**src/rtl/ps2_pkg.sv**
```systemverilog
// Shared types and constants for the PS/2 receive path.
package ps2_pkg;

  typedef enum logic [1:0] {
    IDLE   = 2'd0,
    DATA   = 2'd1,
    PARITY = 2'd2,
    STOP   = 2'd3
  } ps2_state_e;

  localparam logic [1:0] ERR_NONE    = 2'd0;
  localparam logic [1:0] ERR_PARITY  = 2'd1;
  localparam logic [1:0] ERR_STOP    = 2'd2;
  localparam logic [1:0] ERR_TIMEOUT = 2'd3;

  // Both PS/2 lines are open-collector and float high when idle.
  localparam logic LINE_IDLE = 1'b1;

endpackage

```
**src/rtl/ps2_rx_fifo_if.sv**
```systemverilog
// Line inputs, FIFO read side and status outputs of the PS/2 receiver.
interface ps2_rx_fifo_if #(
    parameter int unsigned DATA_W     = 8,
    parameter int unsigned FIFO_DEPTH = 4
);
    localparam int unsigned CW = $clog2(FIFO_DEPTH + 1);

    logic              SCL;
    logic              SDA;
    logic              RD_EN;
    logic [DATA_W-1:0] RX_DATA;
    logic              DATA_VALID;
    logic [CW-1:0]     FIFO_COUNT;
    logic              FRAME_ERR;
    logic [1:0]        ERR_CODE;
    logic              OVERFLOW;

    // Device / consumer side.
    modport master (
        output SCL, SDA, RD_EN,
        input  RX_DATA, DATA_VALID, FIFO_COUNT, FRAME_ERR, ERR_CODE, OVERFLOW
    );

    // Receiver side.
    modport slave (
        input  SCL, SDA, RD_EN,
        output RX_DATA, DATA_VALID, FIFO_COUNT, FRAME_ERR, ERR_CODE, OVERFLOW
    );
endinterface

```
**src/rtl/ps2_sync_filter.sv**
```systemverilog
// Two-flop synchroniser followed by a saturating glitch filter for one PS/2 line.
module ps2_sync_filter
    import ps2_pkg::*;
#(
    parameter int unsigned FILT_LEN = 4
) (
    input  logic CLOCK,
    input  logic RESET,
    input  logic in,
    output logic out
);
    localparam int unsigned CW = $clog2(FILT_LEN + 1);

    logic          meta_q, sync_q;
    logic          filt_q, filt_d;
    logic [CW-1:0] cnt_q, cnt_d;

    always_ff @(posedge CLOCK or posedge RESET) begin
        if (RESET) begin
            meta_q <= LINE_IDLE;
            sync_q <= LINE_IDLE;
            filt_q <= LINE_IDLE;
            cnt_q  <= '0;
        end else begin
            meta_q <= in;
            sync_q <= meta_q;
            filt_q <= filt_d;
            cnt_q  <= cnt_d;
        end
    end

    // Output flips on the FILT_LEN-th consecutive differing sample.
    always_comb begin
        filt_d = filt_q;
        cnt_d  = '0;
        if (sync_q != filt_q) begin
            if (cnt_q == CW'(FILT_LEN - 1)) begin
                filt_d = sync_q;
            end else begin
                cnt_d = cnt_q + CW'(1);
            end
        end
    end

    assign out = filt_q;

endmodule

```
**src/rtl/ps2_rx_fifo.sv**
```systemverilog
// PS/2 device-to-host receiver in the system clock domain with framing checks and a FWFT byte FIFO.
module ps2_rx_fifo
    import ps2_pkg::*;
#(
    parameter int unsigned DATA_W      = 8,
    parameter int unsigned FIFO_DEPTH  = 4,
    parameter int unsigned FILT_LEN    = 4,
    parameter int unsigned TIMEOUT_CYC = 5000
) (
    input  logic        CLOCK,
    input  logic        RESET,
    ps2_rx_fifo_if.slave bus
);
    localparam int unsigned AW = (FIFO_DEPTH > 1) ? $clog2(FIFO_DEPTH) : 1;
    localparam int unsigned CW = $clog2(FIFO_DEPTH + 1);
    localparam int unsigned BW = (DATA_W > 1) ? $clog2(DATA_W) : 1;
    localparam int unsigned TW = $clog2(TIMEOUT_CYC + 1);

    logic scl_f, sda_f;
    logic scl_prev_q;
    logic fall;

    ps2_sync_filter #(.FILT_LEN(FILT_LEN)) u_scl_filt (
        .CLOCK (CLOCK),
        .RESET (RESET),
        .in    (bus.SCL),
        .out   (scl_f)
    );

    ps2_sync_filter #(.FILT_LEN(FILT_LEN)) u_sda_filt (
        .CLOCK (CLOCK),
        .RESET (RESET),
        .in    (bus.SDA),
        .out   (sda_f)
    );

    always_ff @(posedge CLOCK or posedge RESET) begin
        if (RESET) scl_prev_q <= LINE_IDLE;
        else       scl_prev_q <= scl_f;
    end

    assign fall = scl_prev_q & ~scl_f;

    // ---------------- frame FSM ----------------
    ps2_state_e        state_q, state_d;
    logic [DATA_W-1:0] shift_q, shift_d;
    logic [BW-1:0]     bitcnt_q, bitcnt_d;
    logic              par_q, par_d;
    logic [TW-1:0]     tmo_q, tmo_d;
    logic              push_q, push_d;
    logic              frame_err_q, frame_err_d;
    logic [1:0]        err_code_q, err_code_d;
    logic              timeout;
    logic              parity_ok;

    assign timeout   = (state_q != IDLE) && !fall && (tmo_q == TW'(TIMEOUT_CYC - 1));
    assign parity_ok = ^{shift_q, par_q};

    always_ff @(posedge CLOCK or posedge RESET) begin
        if (RESET) state_q <= IDLE;
        else       state_q <= state_d;
    end

    always_comb begin
        state_d = state_q;
        if (timeout) begin
            state_d = IDLE;
        end else if (fall) begin
            case (state_q)
                IDLE:   if (!sda_f) state_d = DATA;
                DATA:   if (bitcnt_q == BW'(DATA_W - 1)) state_d = PARITY;
                PARITY: state_d = STOP;
                STOP:   state_d = IDLE;
                default: state_d = IDLE;
            endcase
        end
    end

    always_comb begin
        shift_d     = shift_q;
        bitcnt_d    = bitcnt_q;
        par_d       = par_q;
        tmo_d       = (state_q == IDLE || fall) ? '0 : tmo_q + TW'(1);
        push_d      = 1'b0;
        frame_err_d = 1'b0;
        err_code_d  = err_code_q;
        if (timeout) begin
            frame_err_d = 1'b1;
            err_code_d  = ERR_TIMEOUT;
        end else if (fall) begin
            case (state_q)
                IDLE: begin
                    bitcnt_d = '0;
                    shift_d  = '0;
                end
                DATA: begin
                    shift_d[bitcnt_q] = sda_f;
                    bitcnt_d          = bitcnt_q + BW'(1);
                end
                PARITY: par_d = sda_f;
                STOP: begin
                    // Parity failure is reported even when the stop bit is also bad.
                    if (!parity_ok) begin
                        frame_err_d = 1'b1;
                        err_code_d  = ERR_PARITY;
                    end else if (!sda_f) begin
                        frame_err_d = 1'b1;
                        err_code_d  = ERR_STOP;
                    end else begin
                        push_d = 1'b1;
                    end
                end
                default: ;
            endcase
        end
    end

    always_ff @(posedge CLOCK or posedge RESET) begin
        if (RESET) begin
            shift_q     <= '0;
            bitcnt_q    <= '0;
            par_q       <= 1'b0;
            tmo_q       <= '0;
            push_q      <= 1'b0;
            frame_err_q <= 1'b0;
            err_code_q  <= ERR_NONE;
        end else begin
            shift_q     <= shift_d;
            bitcnt_q    <= bitcnt_d;
            par_q       <= par_d;
            tmo_q       <= tmo_d;
            push_q      <= push_d;
            frame_err_q <= frame_err_d;
            err_code_q  <= err_code_d;
        end
    end

    // ---------------- FIFO ----------------
    logic [DATA_W-1:0] mem_q [FIFO_DEPTH];
    logic [AW-1:0]     wr_ptr_q, rd_ptr_q;
    logic [CW-1:0]     count_q, count_d;
    logic              ovf_q;
    logic              full, empty, pop, push_ok;

    assign empty   = (count_q == '0);
    assign full    = (count_q == CW'(FIFO_DEPTH));
    assign pop     = bus.RD_EN & ~empty;
    assign push_ok = push_q & (~full | pop);

    always_comb begin
        count_d = count_q;
        case ({push_ok, pop})
            2'b10:   count_d = count_q + CW'(1);
            2'b01:   count_d = count_q - CW'(1);
            default: count_d = count_q;
        endcase
    end

    always_ff @(posedge CLOCK or posedge RESET) begin
        if (RESET) begin
            wr_ptr_q <= '0;
            rd_ptr_q <= '0;
            count_q  <= '0;
            ovf_q    <= 1'b0;
        end else begin
            if (push_ok) wr_ptr_q <= wr_ptr_q + AW'(1);
            if (pop)     rd_ptr_q <= rd_ptr_q + AW'(1);
            count_q <= count_d;
            ovf_q   <= push_q & full & ~pop;
        end
    end

    // shift_q is stable for many cycles after the stop bit, so it is the write data.
    always_ff @(posedge CLOCK) begin
        if (push_ok) mem_q[wr_ptr_q] <= shift_q;
    end

    assign bus.RX_DATA    = empty ? '0 : mem_q[rd_ptr_q];
    assign bus.DATA_VALID = ~empty;
    assign bus.FIFO_COUNT = count_q;
    assign bus.FRAME_ERR  = frame_err_q;
    assign bus.ERR_CODE   = err_code_q;
    assign bus.OVERFLOW   = ovf_q;

endmodule
```
**src/flat_wrapper.sv**
```systemverilog
// flat-port wrapper written by rule: the top's interface ports become plain ports
module ps2_rx_fifo_flat import ps2_pkg::*;
#(
    parameter int unsigned DATA_W      = 8,
    parameter int unsigned FIFO_DEPTH  = 4,
    parameter int unsigned FILT_LEN    = 4,
    parameter int unsigned TIMEOUT_CYC = 5000
)
  (CLOCK, RESET, bus_SCL, bus_SDA, bus_RD_EN, bus_RX_DATA, bus_DATA_VALID, bus_FIFO_COUNT, bus_FRAME_ERR, bus_ERR_CODE, bus_OVERFLOW);
  ps2_rx_fifo_if #(.DATA_W(DATA_W), .FIFO_DEPTH(FIFO_DEPTH)) bus_i ();
  input  logic CLOCK;
  input  logic RESET;
  input wire logic [$bits(bus_i.SCL)-1:0] bus_SCL;
  input wire logic [$bits(bus_i.SDA)-1:0] bus_SDA;
  input wire logic [$bits(bus_i.RD_EN)-1:0] bus_RD_EN;
  output wire logic [$bits(bus_i.RX_DATA)-1:0] bus_RX_DATA;
  output wire logic [$bits(bus_i.DATA_VALID)-1:0] bus_DATA_VALID;
  output wire logic [$bits(bus_i.FIFO_COUNT)-1:0] bus_FIFO_COUNT;
  output wire logic [$bits(bus_i.FRAME_ERR)-1:0] bus_FRAME_ERR;
  output wire logic [$bits(bus_i.ERR_CODE)-1:0] bus_ERR_CODE;
  output wire logic [$bits(bus_i.OVERFLOW)-1:0] bus_OVERFLOW;
  assign bus_i.SCL = bus_SCL;
  assign bus_i.SDA = bus_SDA;
  assign bus_i.RD_EN = bus_RD_EN;
  assign bus_RX_DATA = bus_i.RX_DATA;
  assign bus_DATA_VALID = bus_i.DATA_VALID;
  assign bus_FIFO_COUNT = bus_i.FIFO_COUNT;
  assign bus_FRAME_ERR = bus_i.FRAME_ERR;
  assign bus_ERR_CODE = bus_i.ERR_CODE;
  assign bus_OVERFLOW = bus_i.OVERFLOW;
  ps2_rx_fifo #(.DATA_W(DATA_W), .FIFO_DEPTH(FIFO_DEPTH), .FILT_LEN(FILT_LEN), .TIMEOUT_CYC(TIMEOUT_CYC)) u_core (.CLOCK(CLOCK), .RESET(RESET), .bus(bus_i));
endmodule
```
**config.mk**
```make
export PLATFORM = sky130hd
export DESIGN_NAME = ps2_rx_fifo_flat
export DESIGN_NICKNAME = d
export VERILOG_FILES = /design/src/rtl/ps2_pkg.sv /design/src/rtl/ps2_rx_fifo_if.sv /design/src/rtl/ps2_sync_filter.sv /design/src/rtl/ps2_rx_fifo.sv /design/src/flat_wrapper.sv
export SDC_FILE = /design/constraint.sdc
export NUM_CORES = 1
export LEC_CHECK = 0
export ABC_AREA = 0
export CAP_MARGIN = 5
export CORE_MARGIN = 3
export CORE_UTILIZATION = 35
export DETAILED_ROUTE_END_ITERATION = 12
export PLACE_DENSITY = 0.62
export REMOVE_ABC_BUFFERS = 1
export SLEW_MARGIN = 20
export SYNTH_ARGS = -nofsm -noshare
export SYNTH_HDL_FRONTEND = slang
export SYNTH_HIERARCHICAL = 1
export SYNTH_SLANG_ARGS = --single-unit
```
**constraint.sdc**
```tcl
create_clock -name CLOCK -period 6.1 [get_ports CLOCK]
set_input_delay 1.525 -clock CLOCK [delete_from_list [all_inputs] [get_ports CLOCK]]
set_output_delay 1.525 -clock CLOCK [all_outputs]
set_load 0.05 [all_outputs]
```
* Word level (Yosys, flattened, before mapping)
Memory sizes are Yosys's and may differ from the RTL's. Index checks and enable logic that the tools add are counted.
Operators by class: add/sub/neg operators 8, multipliers 0, divide/modulo/power cells 0, magnitude comparators 2, equal/unequal tests 15, shift operators 0, muxes and demuxes 34, bitwise operators 11, reductions and logical operators 19
Operators by type and width (count):
- $mux W2 | 9
- $pmux W8 S2 | 1
- $add A13 B1 Y13 const B | 1
- $eq A13 B13 Y1 const B | 1
- $mux W1 | 13
- $mux W13 | 1
- $add A3 B1 Y3 const B | 4
- $mux W3 | 4
- $pmux W3 S2 | 2
- $reduce_and A3 Y1 | 4
- $reduce_bool A2 Y1 | 5
- $reduce_xor A9 Y1 | 1
- $bwmux W8 | 1
- $mux W8 | 1
- $pmux W2 S4 | 1
- $eq A2 B2 Y1 const B | 3
- $eq A3 B2 Y1 const B | 2
- $eq A3 B3 Y1 const B | 2
- $ne A3 B2 Y1 const B | 2
- $and A1 B1 Y1 | 5
- $not A1 Y1 | 5
- $add A2 B1 Y2 const B | 2
- $eq A2 B1 Y1 const B | 2
- $lt A3 B4 Y1 const B | 1
- other kinds (12) | 16
Storage, ports and cells: bits in registers 52, latch bits 0, bits in writable memories 32, ROM bits 0, input bits 5, output and inout port bits 16, logic and storage cells 111, memories 1
Memory list:
- u_core.mem_q | depth 4, width 8, rd ports 1, clocked after memory_dff 0, wr ports 1, RTL line ps2_rx_fifo.sv:139 | logic [DATA_W-1:0] mem_q [FIFO_DEPTH];

* Longest topological paths before layout
Gate-level depths: netlist (run 1).
depth after elaboration 7, gate-level depth with buffers 8, mapped depth without buffers 7

* Hierarchy
The synthesis (run 1) kept the hierarchy.
By module, submodules not included:
- ps2_rx_fifo | instances 1, cells an instance 274, area each 3368.2 sq um, sequential area each 1963.1 sq um
- ps2_sync_filter | instances 2, cells an instance 14, area each 224.0 sq um, sequential area each 153.9 sq um

* Least setup slack after synthesis (run 1)
No wires, ideal clock.
path kind reg-to-output, start point register u_core.count_q[0] (netlist: u_core/bus.FIFO_COUNT[0]), end point output port bus_RX_DATA[0], arrival 2007 ps, data required time 4575 ps, path slack 2568 ps, cell stages (with the launch flop) 4, path buffers 1, cells stage by stage dfrtp_1 > or3_1 > clkbuf_1 > and2_1
Between the ends: cells in the longest elaborated chain, start to end 2
Ends and longest elaborated chain:
- from (decl) | RTL line ps2_rx_fifo.sv:141 | logic [CW-1:0] count_q, count_d;
- from (signal assigned) | RTL line ps2_rx_fifo.sv:168 | count_q <= count_d;
- $logic_not A3 Y1 | RTL line ps2_rx_fifo.sv:145 | assign empty = (count_q == '0);
- $mux W8 | RTL line ps2_rx_fifo.sv:178 | assign bus.RX_DATA = empty ? '0 : mem_q[rd_ptr_q];
- to (decl) | RTL line flat_wrapper.sv:16 | output wire logic [$bits(bus_i.RX_DATA)-1:0] bus_RX_DATA;
No other way between the ends.

* Final worst setup path (run 1)
start point register u_core.rd_ptr_q[0], end point output port bus_RX_DATA[4]
Between the ends: cells in the longest elaborated chain, start to end 2
Ends and longest elaborated chain:
- from (decl) | RTL line ps2_rx_fifo.sv:140 | logic [AW-1:0] wr_ptr_q, rd_ptr_q;
- from (signal assigned) | RTL line ps2_rx_fifo.sv:167 | if (pop) rd_ptr_q <= rd_ptr_q + AW'(1);
- $mem_v2 Z4 W8
- $mux W8 | RTL line ps2_rx_fifo.sv:178
No other way between the ends.

==> impl_metrics.py, run 1 <==
metrics = {
    "setup_path": {
        "critPathRequiredTime_ns": 4.58,
        "slowest_delay_ns": 0.69,
        "r2r_setup_slack_ns": 3.98,
        "cp_top_family": "flip-flops",
        "timing.critical_path.from_type": "register",
        "worstPathArrival_ns": 2.45,
        "worst-setup-path-type": "reg2out",
        "cp-end-kind": "output port",
        "cp_max_fo": 10,
        "slowest_stage": "dfrtp_1",
        "path_depth": 3,
        "r2r_cells": 6,
        "crit_buf_inv": 1,
        "worstPathCellList": "mux4_2 -> and2_1 -> clkdlybuf4s50_1",
    },
    "global_route": {
        "grt_pass1_wl_um": 10900,
        "grt-ovfl-total": 0,
        "grt_util_all_layers_pct": 10.71,
        "grt_pass1_vias": 2261,
        "grt_max_degree": 41,
        "grt_antenna_before_repair": 0,
    },
    "clocking": {
        "cts-resized-gates": 0,
        "clk_latency_ns": 0.35,
        "clkSinkCount": 84,
        "numCtsBuffers": 9,
        "hold_buffers": 0,
        "htreeDepth": 3,
        "post_cts_buffers": 0,
        "cts_tree": "done",
        "clkTransAtPathRegs_ns": 0.09,
        "cts_buffer_depth": 2,
        "root_buffer": "clkbuf_8",
    },
    "route": {
        "drcViolationCount": 0,
        "ant_nets": 0,
        "drt_iter0_drc": 116,
        "vias": 2214,
        "routed_wl_um": 6145,
        "post_drt_wl_per_cell_um": 13.19,
        "first_pass_iters": 4,
        "drt-vias-per-instance": 4.751,
    },
    "timing": {
        "finalWorstSetupSlack_ns": 2.120,
        "hold_slack_ns": 0.3587,
        "min_period_ns": 3.980,
        "finClkSkew_ns": 0.01423,
        "tightest_slew_ns": 0.7325,
        "max_slew_margin_pct": 50.84,
        "setup_viol": 0,
        "max_freq_mhz": 251.3,
        "drv_slew": 0,
        "rsz0062_at_grt": "no",
        "final_hold_viol_count": 0,
        "tns_ns": 0,
        "fin_crit_sh_pct": 65.24,
    },
    "synth": {
        "ys_seq_elements": 84,
        "yosysMostFrequentCell": "dfrtp_1",
        "synthArstFlopShare_pct": 61.90,
        "synth_edf_count": 32,
        "syn-cell-area_um2": 3816,
        "synth_commonest_cells": "dfrtp_1, edfxtp_1, nor2_1, nand2_1, o21ai_0",
        "avgSynthCellArea_um2": 12.64,
        "yosysTopAreaCell": "dfrtp_1",
        "synth_area_leaders": "dfrtp_1, edfxtp_1, dfstp_2",
        "syn_inst": 302,
        "synthDominantCellAreaShare_pct": 29.51,
        "ys_warn_count": 6,
        "synth_flop_cell": "dfrtp_1",
        "synthDistinctLibCells": 44,
        "ys_seq_area_share_pct": 59.51,
    },
    "power_and_ir_drop": {
        "p_total_uw": 2028,
        "pwr_density_cell_nw_per_um2": 463.6,
        "p_leak_uw": 0.001745,
        "max-vdd-ir-drop_mv": 0.2533,
    },
    "floorplanning": {
        "start_util_pct": 36.47,
        "core_area_um2": 10460,
        "ios": 21,
        "die_h_um": 110.4,
        "die_w_um": 110.4,
        "row_count": 37,
        "die-area_um2": 12190,
    },
    "placement": {
        "placement.setup.worst_slack_ns": 2.471,
        "dp.final_hpwl_um": 4237,
        "gp_congestion": 0.7762,
        "io_buffers": 20,
        "placed_cell_area_um2": 4159,
    },
    "finish": {
        "layout-area-overhead-vs-synth_pct": 14.62,
        "num-fill-cells": 1009,
        "drive_above_1_share_pct": 13.33,
        "final_net_count": 344,
        "num_antenna_cells": 0,
        "stdcell_area_um2": 4374,
    },
    "run_status": {
        "status": "finished, final reports clean",
    },
    "hold_path": {
        "hp-class": "reg2reg",
        "whs_path_depth": 0,
    },
    "job": {
        "maxCapViolations": 0,
    },
}
==> kinds of logic after synthesis <==
group	Yosys count	share of synthesized area (%)
AO/OA/AOI/OAI	44	6.918
AND/OR/NAND/NOR	103	14.79
buffers and inverters	23	2.295
flip-flops	84	59.51
adder cells (fa/ha/maj)	14	4.787
XOR/XNOR	22	5.803
multiplexers	12	5.901
==> flip-flops by register name, indices dropped and copies added, names as in the netlist, 2 cells and up <==
name                     count
u_core/state_q               2
u_core/bus.ERR_CODE          2
u_core/rd_ptr_q              2
u_core/mem_q                32
u_core/u_scl_filt/cnt_q      3
u_core/bitcnt_q              3
u_core/bus.FIFO_COUNT        3
u_core/u_sda_filt/cnt_q      3
u_core/tmo_q                13
u_core/shift_q               8
u_core/wr_ptr_q              2
==> cells in the final DEF, fill, tap and decap left out, types with 2 or more instances in the layout <==
cell / instances
nor3b_1: 5
edfxtp_1: 32
or3_1: 3
ha_1: 13
and2_1: 14
clkbuf_8: 9
and3_2: 2
clkdlybuf4s50_1: 20
nor2b_1: 3
nor3_1: 5
a22o_1: 3
dfstp_2: 7
mux2_2: 4
bufinv_16: 2
mux4_2: 8
xnor2_1: 9
and3_1: 3
o31ai_1: 2
nand3b_1: 3
xor2_1: 10
inv_1: 14
clkinv_2: 2
nand2b_1: 4
nor2_1: 28
a31oi_1: 2
dfrtp_1: 45
nor2b_4: 2
nand2_1: 20
o22ai_1: 3
nand4_1: 2
a21oi_1: 7
o21ai_0: 19
nand3_1: 5
xnor2_2: 2
a2bb2oi_1: 2
==> where the power goes <==
group	switching (uW)	internal, uW	leakage (uW)	total (uW)
registers	134	687	0.000941	821
logic	451	329	0.000694	780
clock network	195	232	0.000111	426
total	780	1250	0.00175	2030
==> path summary, 6_finish.rpt <==
check                                                           from                                   end
max in group asynchronous                                      RESET         u_core/shift_q[7]$_DFFE_PP0P_
worst max-delay path                  u_core/rd_ptr_q[0]$_DFFE_PP0N_                        bus_RX_DATA[4]
worst min-delay path              u_core/u_scl_filt/meta_q$_DFF_PP1_    u_core/u_scl_filt/sync_q$_DFF_PP1_
worst max register to register  u_core/bus.FIFO_COUNT[1]$_DFFE_PP0P_  u_core/bus.FIFO_COUNT[1]$_DFFE_PP0P_
worst min register to register    u_core/u_scl_filt/meta_q$_DFF_PP1_    u_core/u_scl_filt/sync_q$_DFF_PP1_
min in group asynchronous                                      RESET  u_core/u_sda_filt/cnt_q[2]$_DFF_PP0_
==> stage by stage <==
| stage | cells | utilization, % |
|---|---|---|
| after floorplan | 293 | - |
| after global placement | 450 | 39.75 |
| after detailed placement | 450 | 39.75 |
| after CTS | 466 | 41.81 |
| after global routing | 466 | 41.81 |
| final | 466 | 41.81 |
==> final cells by class <==
class                      instances  area, um^2  area share (%)
sequential                        84        2271           51.92
inverter                          14       52.55           1.201
clock inverter                     6       87.58           2.002
tap                              136       170.2           3.890
clock buffer                      10       127.6           2.918
timing repair buffer              21       207.7           4.748
multi-input combinational        195        1458           33.32
==> metal layers <==
layer / GRT usage [%] / wire, um / vias up
li1: - / - / 1109
met5: 0 / 0 / -
met4: 3.695 / 56 / 0
met2: 17.23 / 2898 / 27
met1: 14.00 / 2991 / 1073
met3: 2.904 / 198 / 5
No activity file was read; power rests on OpenSTA's default activity.
==> run 2, diff against run 1 <==
clock period = 3.7 ns   (was 6.1 ns; I/O delays follow)
==> run 2 against run 1 <==
Clock-buffer cell count is the same. Critical path type unchanged. Via count up 1.0%. Sequential share of layout area unchanged. Power up 65%. Clock skew up 0.0020 ns. Highest routed layer unchanged.
==> impl_metrics.py, run 2 (synthesis gave the netlist of run 1 again) <==
metrics = {
    "run_status": {
        "status": "finished, final reports clean",
    },
    "power_and_ir_drop": {
        "max-vdd-ir-drop_mv": 0.4100,
        "sequentialPowerShare_pct": 40.6,
        "p_sw_share_pct": 38.52,
        "p_sw_uw": 1289,
        "pwr-share-comb_pct": 38.4,
        "p_leak_uw": 0.001745,
        "p_int_uw": 2057,
        "pwr_density_cell_nw_per_um2": 765.0,
        "clkPwrFrac_pct": 21.0,
        "p_total_uw": 3346,
    },
    "route": {
        "vias": 2237,
        "drt-vias-per-instance": 4.800,
        "post_drt_wl_per_cell_um": 13.27,
        "routed_wl_um": 6182,
        "drt_iter0_drc": 107,
        "first_pass_iters": 4,
        "ant_nets": 0,
        "drcViolationCount": 0,
    },
    "clocking": {
        "cts_tree": "done",
        "clkTransAtPathRegs_ns": 0.09,
        "clkSinkCount": 84,
        "post_cts_buffers": 0,
        "clk_latency_ns": 0.35,
        "cts-resized-gates": 0,
        "cts_buffer_depth": 2,
        "htreeDepth": 3,
        "root_buffer": "clkbuf_8",
        "numCtsBuffers": 9,
        "hold_buffers": 0,
    },
    "timing": {
        "min_period_ns": 3.391,
        "setup_viol": 0,
        "tns_ns": 0,
        "tightest_slew_ns": 0.7357,
        "final_hold_viol_count": 0,
        "max_freq_mhz": 294.9,
        "max_slew_margin_pct": 50.63,
        "drv_slew": 0,
        "fin_crit_sh_pct": 91.64,
        "finClkSkew_ns": 0.01620,
        "rsz0062_at_grt": "no",
    },
    "hold_path": {
        "min_to": "u_core/u_scl_filt/sync_q$_DFF_PP1_",
        "hp-class": "reg2reg",
        "hold_path_startpoint": "u_core/u_scl_filt/meta_q$_DFF_PP1_",
        "whs_path_depth": 0,
    },
    "finish": {
        "largest_registers": "u_core/mem_q: 32 flops, u_core/tmo_q: 13 flops, u_core/shift_q: 8 flops",
        "final_cell_mix": "dfrtp_1, edfxtp_1, nor2_1, clkdlybuf4s50_1, nand2_1",
        "num-fill-cells": 1008,
        "final_net_count": 344,
        "drive_above_1_share_pct": 13.33,
        "layout_commonest_cell": "dfrtp_1",
        "layout-area-overhead-vs-synth_pct": 14.62,
        "num_antenna_cells": 0,
        "largest_reg_flops": 32,
        "stdcell_area_um2": 4374,
        "regMostFlops": "u_core/mem_q",
    },
    "setup_path": {
        "worstPathArrival_ns": 2.47,
        "critPathRequiredTime_ns": 2.77,
        "rr_endpoint": "u_core/bus.FIFO_COUNT[1]$_DFFE_PP0P_",
        "r2r_setup_slack_ns": 1.58,
        "cp-end-kind": "output port",
        "cp_max_fo": 10,
        "r2r-start": "u_core/bus.FIFO_COUNT[1]$_DFFE_PP0P_",
        "timing.critical_path.from_type": "register",
        "worst-setup-path-type": "reg2out",
        "r2r_cells": 6,
    },
    "job": {
        "maxCapViolations": 0,
    },
    "floorplanning": {
        "core_area_um2": 10460,
        "die_w_um": 110.4,
        "die-area_um2": 12190,
        "row_count": 37,
        "die_h_um": 110.4,
        "ios": 21,
        "start_util_pct": 36.47,
    },
    "global_route": {
        "grt_max_degree": 41,
        "grt_util_all_layers_pct": 10.88,
        "grt_pass1_wl_um": 11000,
        "grt_pass1_vias": 2302,
        "grt-ovfl-total": 0,
        "grt_antenna_before_repair": 0,
    },
    "placement": {
        "placed_cell_area_um2": 4159,
        "dp.final_hpwl_um": 4268,
        "io_buffers": 20,
        "gp_congestion": 0.7762,
    },
}
[run 2: cell counts in the layout (fill, tap and decap cells not counted)]
No cell type changed its count.
[run 2: per-stage QoR]
| stage | setup slack, ns | cells | hold slack [ns] | utilization [%] |
|---|---|---|---|---|
| floorplan | 0.9679 | 293 | 0.3452 | - |
| global route | 0.1825 | 466 | 0.3667 | 41.81 |
| finish | 0.3093 | 466 | 0.3585 | 41.81 |
| global placement | 0.6979 | 450 | 0.3454 | 39.75 |
| detailed placement | 0.6675 | 450 | 0.3475 | 39.75 |
| CTS | 0.2618 | 466 | 0.3597 | 41.81 |
[run 2: cell type report]
cell class | count | area, um^2 | share of cell area [%]
well taps | 136 | 170.2 | 3.890
multi-input cells | 195 | 1458 | 33.32
inverters | 14 | 52.55 | 1.201
clock buffers | 10 | 127.6 | 2.918
flip-flops and latches | 84 | 2271 | 51.92
repair buffers | 21 | 207.7 | 4.748
clock inverters | 6 | 87.58 | 2.002
[run 2: how the worst max path moves through the flow]
stage / end / start / slack [ns] / cells after the start
after floorplan: bus_RX_DATA[0] / u_core/bus.FIFO_COUNT[0]$_DFFE_PP0P_ / 0.97 / 2
after global routing: bus_RX_DATA[3] / u_core/rd_ptr_q[0]$_DFFE_PP0N_ / 0.18 / 3
after global placement: bus_RX_DATA[5] / u_core/rd_ptr_q[0]$_DFFE_PP0N_ / 0.70 / 3
after CTS: bus_RX_DATA[5] / u_core/rd_ptr_q[0]$_DFFE_PP0N_ / 0.26 / 3
after detailed placement: bus_RX_DATA[5] / u_core/rd_ptr_q[0]$_DFFE_PP0N_ / 0.67 / 3
final: bus_RX_DATA[4] / u_core/rd_ptr_q[0]$_DFFE_PP0N_ / 0.31 / 3
[run 2: power groups by stage]
stage               logic (uW)  clock network [uW]  registers [uW]
finish                    1290                 703            1360
CTS                       1300                 729            1360
global placement          1270                   0            1370
floorplan                  899                   0            1410
detailed placement        1300                   0            1380
global route              1410                 775            1390
[run 2: worst max-delay path, cell delays in order (launching register included)]
cell             delay (ns)
dfrtp_1                0.69
mux4_2                 0.57
and2_1                 0.16
clkdlybuf4s50_1        0.69
[run 2: layer usage]
layer  vias up  GRT usage [%]  part of all wire (%)
li1       1103              -                     -
met1      1093          14.07                    48
met2        33          17.35                    47
met3         8          3.068                   3.3
met4         0          4.187                   1.2
met5         -              0                     0
==> run 3, diff against run 2 <==
==> constraint.sdc (replaced) <==
create_clock -name CLOCK -period 3.7 [get_ports CLOCK]
set_input_delay 0.74 -clock CLOCK [delete_from_list [all_inputs] [get_ports CLOCK]]
set_output_delay 0.74 -clock CLOCK [all_outputs]
set_load 0.05 [all_outputs]
==> run 3 against run 2 <==
Maximum frequency grew 6.4%. Global-route usage shrank 0.24 points. Clock skew shrank 0.0011 ns. Critical path depth is the same. Setup slack gained 0.21 ns. Sequential share of layout area grew 0.10 points. Hold slack is essentially flat. First-iteration DRC count shrank 13%. Routed wire length shrank 1.1%. Design area shrank 0.20%. Highest routed layer unchanged. Largest cell class unchanged. Clock power shrank 4.4%.
==> impl_metrics.py, run 3 (synthesis gave the netlist of run 1 again) <==
metrics = {
    "placement": {
        "dp.final_hpwl_um": 4322,
        "io_buffers": 20,
        "gp_congestion": 0.7738,
    },
    "timing": {
        "finClkSkew_ns": 0.01509,
        "rsz0062_at_grt": "no",
        "tightest_slew_ns": 0.7208,
        "fin_crit_sh_pct": 86.10,
        "min_period_ns": 3.186,
        "drv_slew": 0,
        "final_hold_viol_count": 0,
        "tns_ns": 0,
        "max_slew_margin_pct": 51.63,
        "max_freq_mhz": 313.9,
        "setup_viol": 0,
    },
    "power_and_ir_drop": {
        "pwr-share-comb_pct": 38.8,
        "p_int_uw": 1998,
        "max-vdd-ir-drop_mv": 0.3909,
        "clkPwrFrac_pct": 20.3,
        "p_leak_uw": 0.001734,
        "p_total_uw": 3316,
        "sequentialPowerShare_pct": 40.9,
        "pwr_density_cell_nw_per_um2": 759.5,
        "p_sw_share_pct": 39.74,
        "p_sw_uw": 1318,
    },
    "hold_path": {
        "whs_path_depth": 0,
        "hp-class": "reg2reg",
        "hold_path_startpoint": "u_core/u_scl_filt/meta_q$_DFF_PP1_",
    },
    "route": {
        "post_drt_wl_per_cell_um": 13.13,
        "first_pass_iters": 4,
        "drcViolationCount": 0,
        "routed_wl_um": 6117,
        "drt-vias-per-instance": 4.826,
        "drt_iter0_drc": 93,
        "ant_nets": 0,
        "vias": 2249,
    },
    "setup_path": {
        "cp-startpoint": "u_core/rd_ptr_q[0]$_DFFE_PP0N_",
        "cp-end-kind": "output port",
        "cp_max_fo": 10,
        "r2r_setup_slack_ns": 1.62,
        "timing.critical_path.from_type": "register",
        "worst-setup-path-type": "reg2out",
        "r2r-start": "u_core/bus.FIFO_COUNT[0]$_DFFE_PP0P_",
        "r2r_cells": 6,
        "crit_path_end": "bus_RX_DATA[5]",
        "rr_endpoint": "u_core/bus.FIFO_COUNT[1]$_DFFE_PP0P_",
        "worstPathArrival_ns": 2.45,
        "critPathRequiredTime_ns": 2.96,
    },
    "finish": {
        "largest_registers": "u_core/mem_q: 32 flops, u_core/tmo_q: 13 flops, u_core/shift_q: 8 flops",
        "layout_commonest_cell": "dfrtp_1",
        "multiInputGateArea_um2": 1458,
        "num-fill-cells": 999,
        "regMostFlops": "u_core/mem_q",
        "final_cell_mix": "dfrtp_1, edfxtp_1, nor2_1, clkdlybuf4s50_1, nand2_1",
        "final_net_count": 344,
        "layout-area-overhead-vs-synth_pct": 14.39,
        "num_antenna_cells": 0,
        "drive_above_1_share_pct": 13.64,
        "seq_area_um2": 2271,
        "largest_reg_flops": 32,
    },
    "clocking": {
        "clk_latency_ns": 0.35,
        "clkTransAtPathRegs_ns": 0.09,
        "root_buffer": "clkbuf_8",
        "hold_buffers": 0,
        "cts_buffer_depth": 2,
        "cts-resized-gates": 0,
        "post_cts_buffers": 0,
        "clkSinkCount": 84,
        "numCtsBuffers": 9,
        "cts_tree": "done",
        "htreeDepth": 3,
    },
    "floorplanning": {
        "start_util_pct": 36.47,
        "core_area_um2": 10460,
        "row_count": 37,
        "ios": 21,
        "die-area_um2": 12190,
        "die_h_um": 110.4,
        "die_w_um": 110.4,
    },
    "global_route": {
        "grt_pass1_vias": 2181,
        "grt_pass1_wl_um": 10780,
        "grt_util_all_layers_pct": 10.63,
        "grt_antenna_before_repair": 0,
        "grt_max_degree": 27,
        "grt-ovfl-total": 0,
    },
    "run_status": {
        "status": "finished, final reports clean",
    },
    "job": {
        "maxCapViolations": 0,
    },
}
[run 3: cell types whose count changed in the layout (fill, tap and decap cells not counted), sizes merged]
cell      before  now
bufinv         2    1
clkbuf        10    9
clkinvlp       0    2
inv           15   18
clkinv         3    0
[run 3: layer usage]
metal / share of wire (%) / track usage (%)
met1: 48 / 14.07
met2: 48 / 17.03
met3: 3.2 / 2.849
met4: 1.4 / 3.448
met5: 0 / 0
[run 3: per-stage QoR]
stage | hold slack (ns) | util [%] | instance area, um^2 | instances | setup WS [ns]
6_report | 0.3588 | 41.72 | 4365 | 466 | 0.5144
3_5_place_dp | 0.3472 | 39.75 | 4159 | 450 | 0.8619
5_1_grt | 0.3624 | 41.72 | 4365 | 466 | 0.3703
2_1_floorplan | 0.3452 | - | 3781 | 293 | 1.153
4_1_cts | 0.3603 | 41.72 | 4365 | 466 | 0.4661
3_3_place_gp | 0.3454 | 39.75 | 4159 | 450 | 0.8854
[run 3: worst min path at each step]
stage	to	slack (ns)
2_1_floorplan	u_core/u_scl_filt/sync_q$_DFF_PP1_	0.35
3_3_place_gp	u_core/u_scl_filt/sync_q$_DFF_PP1_	0.35
3_5_place_dp	u_core/u_sda_filt/sync_q$_DFF_PP1_	0.35
4_1_cts	u_core/u_sda_filt/sync_q$_DFF_PP1_	0.36
5_1_grt	u_core/u_sda_filt/sync_q$_DFF_PP1_	0.36
6_report	u_core/u_scl_filt/sync_q$_DFF_PP1_	0.36
[run 3: power groups by stage]
| stage | clock network [uW] | registers (uW) | logic, uW |
|---|---|---|---|
| detailed placement | 0 | 1380 | 1290 |
| floorplan | 0 | 1410 | 899 |
| CTS | 701 | 1360 | 1300 |
| global route | 744 | 1390 | 1400 |
| finish | 672 | 1360 | 1290 |
| global placement | 0 | 1370 | 1270 |
[run 3: final cells by class]
| class | count | area share [%] |
|---|---|---|
| sequential | 84 | 52.02 |
| multi-input combinational | 195 | 33.39 |
| timing repair buffer | 21 | 4.758 |
| tap | 136 | 3.898 |
| clock buffer | 9 | 2.837 |
| clock inverter | 7 | 1.892 |
| inverter | 14 | 1.204 |
[run 3: critical path, stage by stage, from the launching register on]
cell             delay (ns)
dfrtp_1                0.68
mux4_2                 0.56
and2_1                 0.17
clkdlybuf4s50_1        0.69
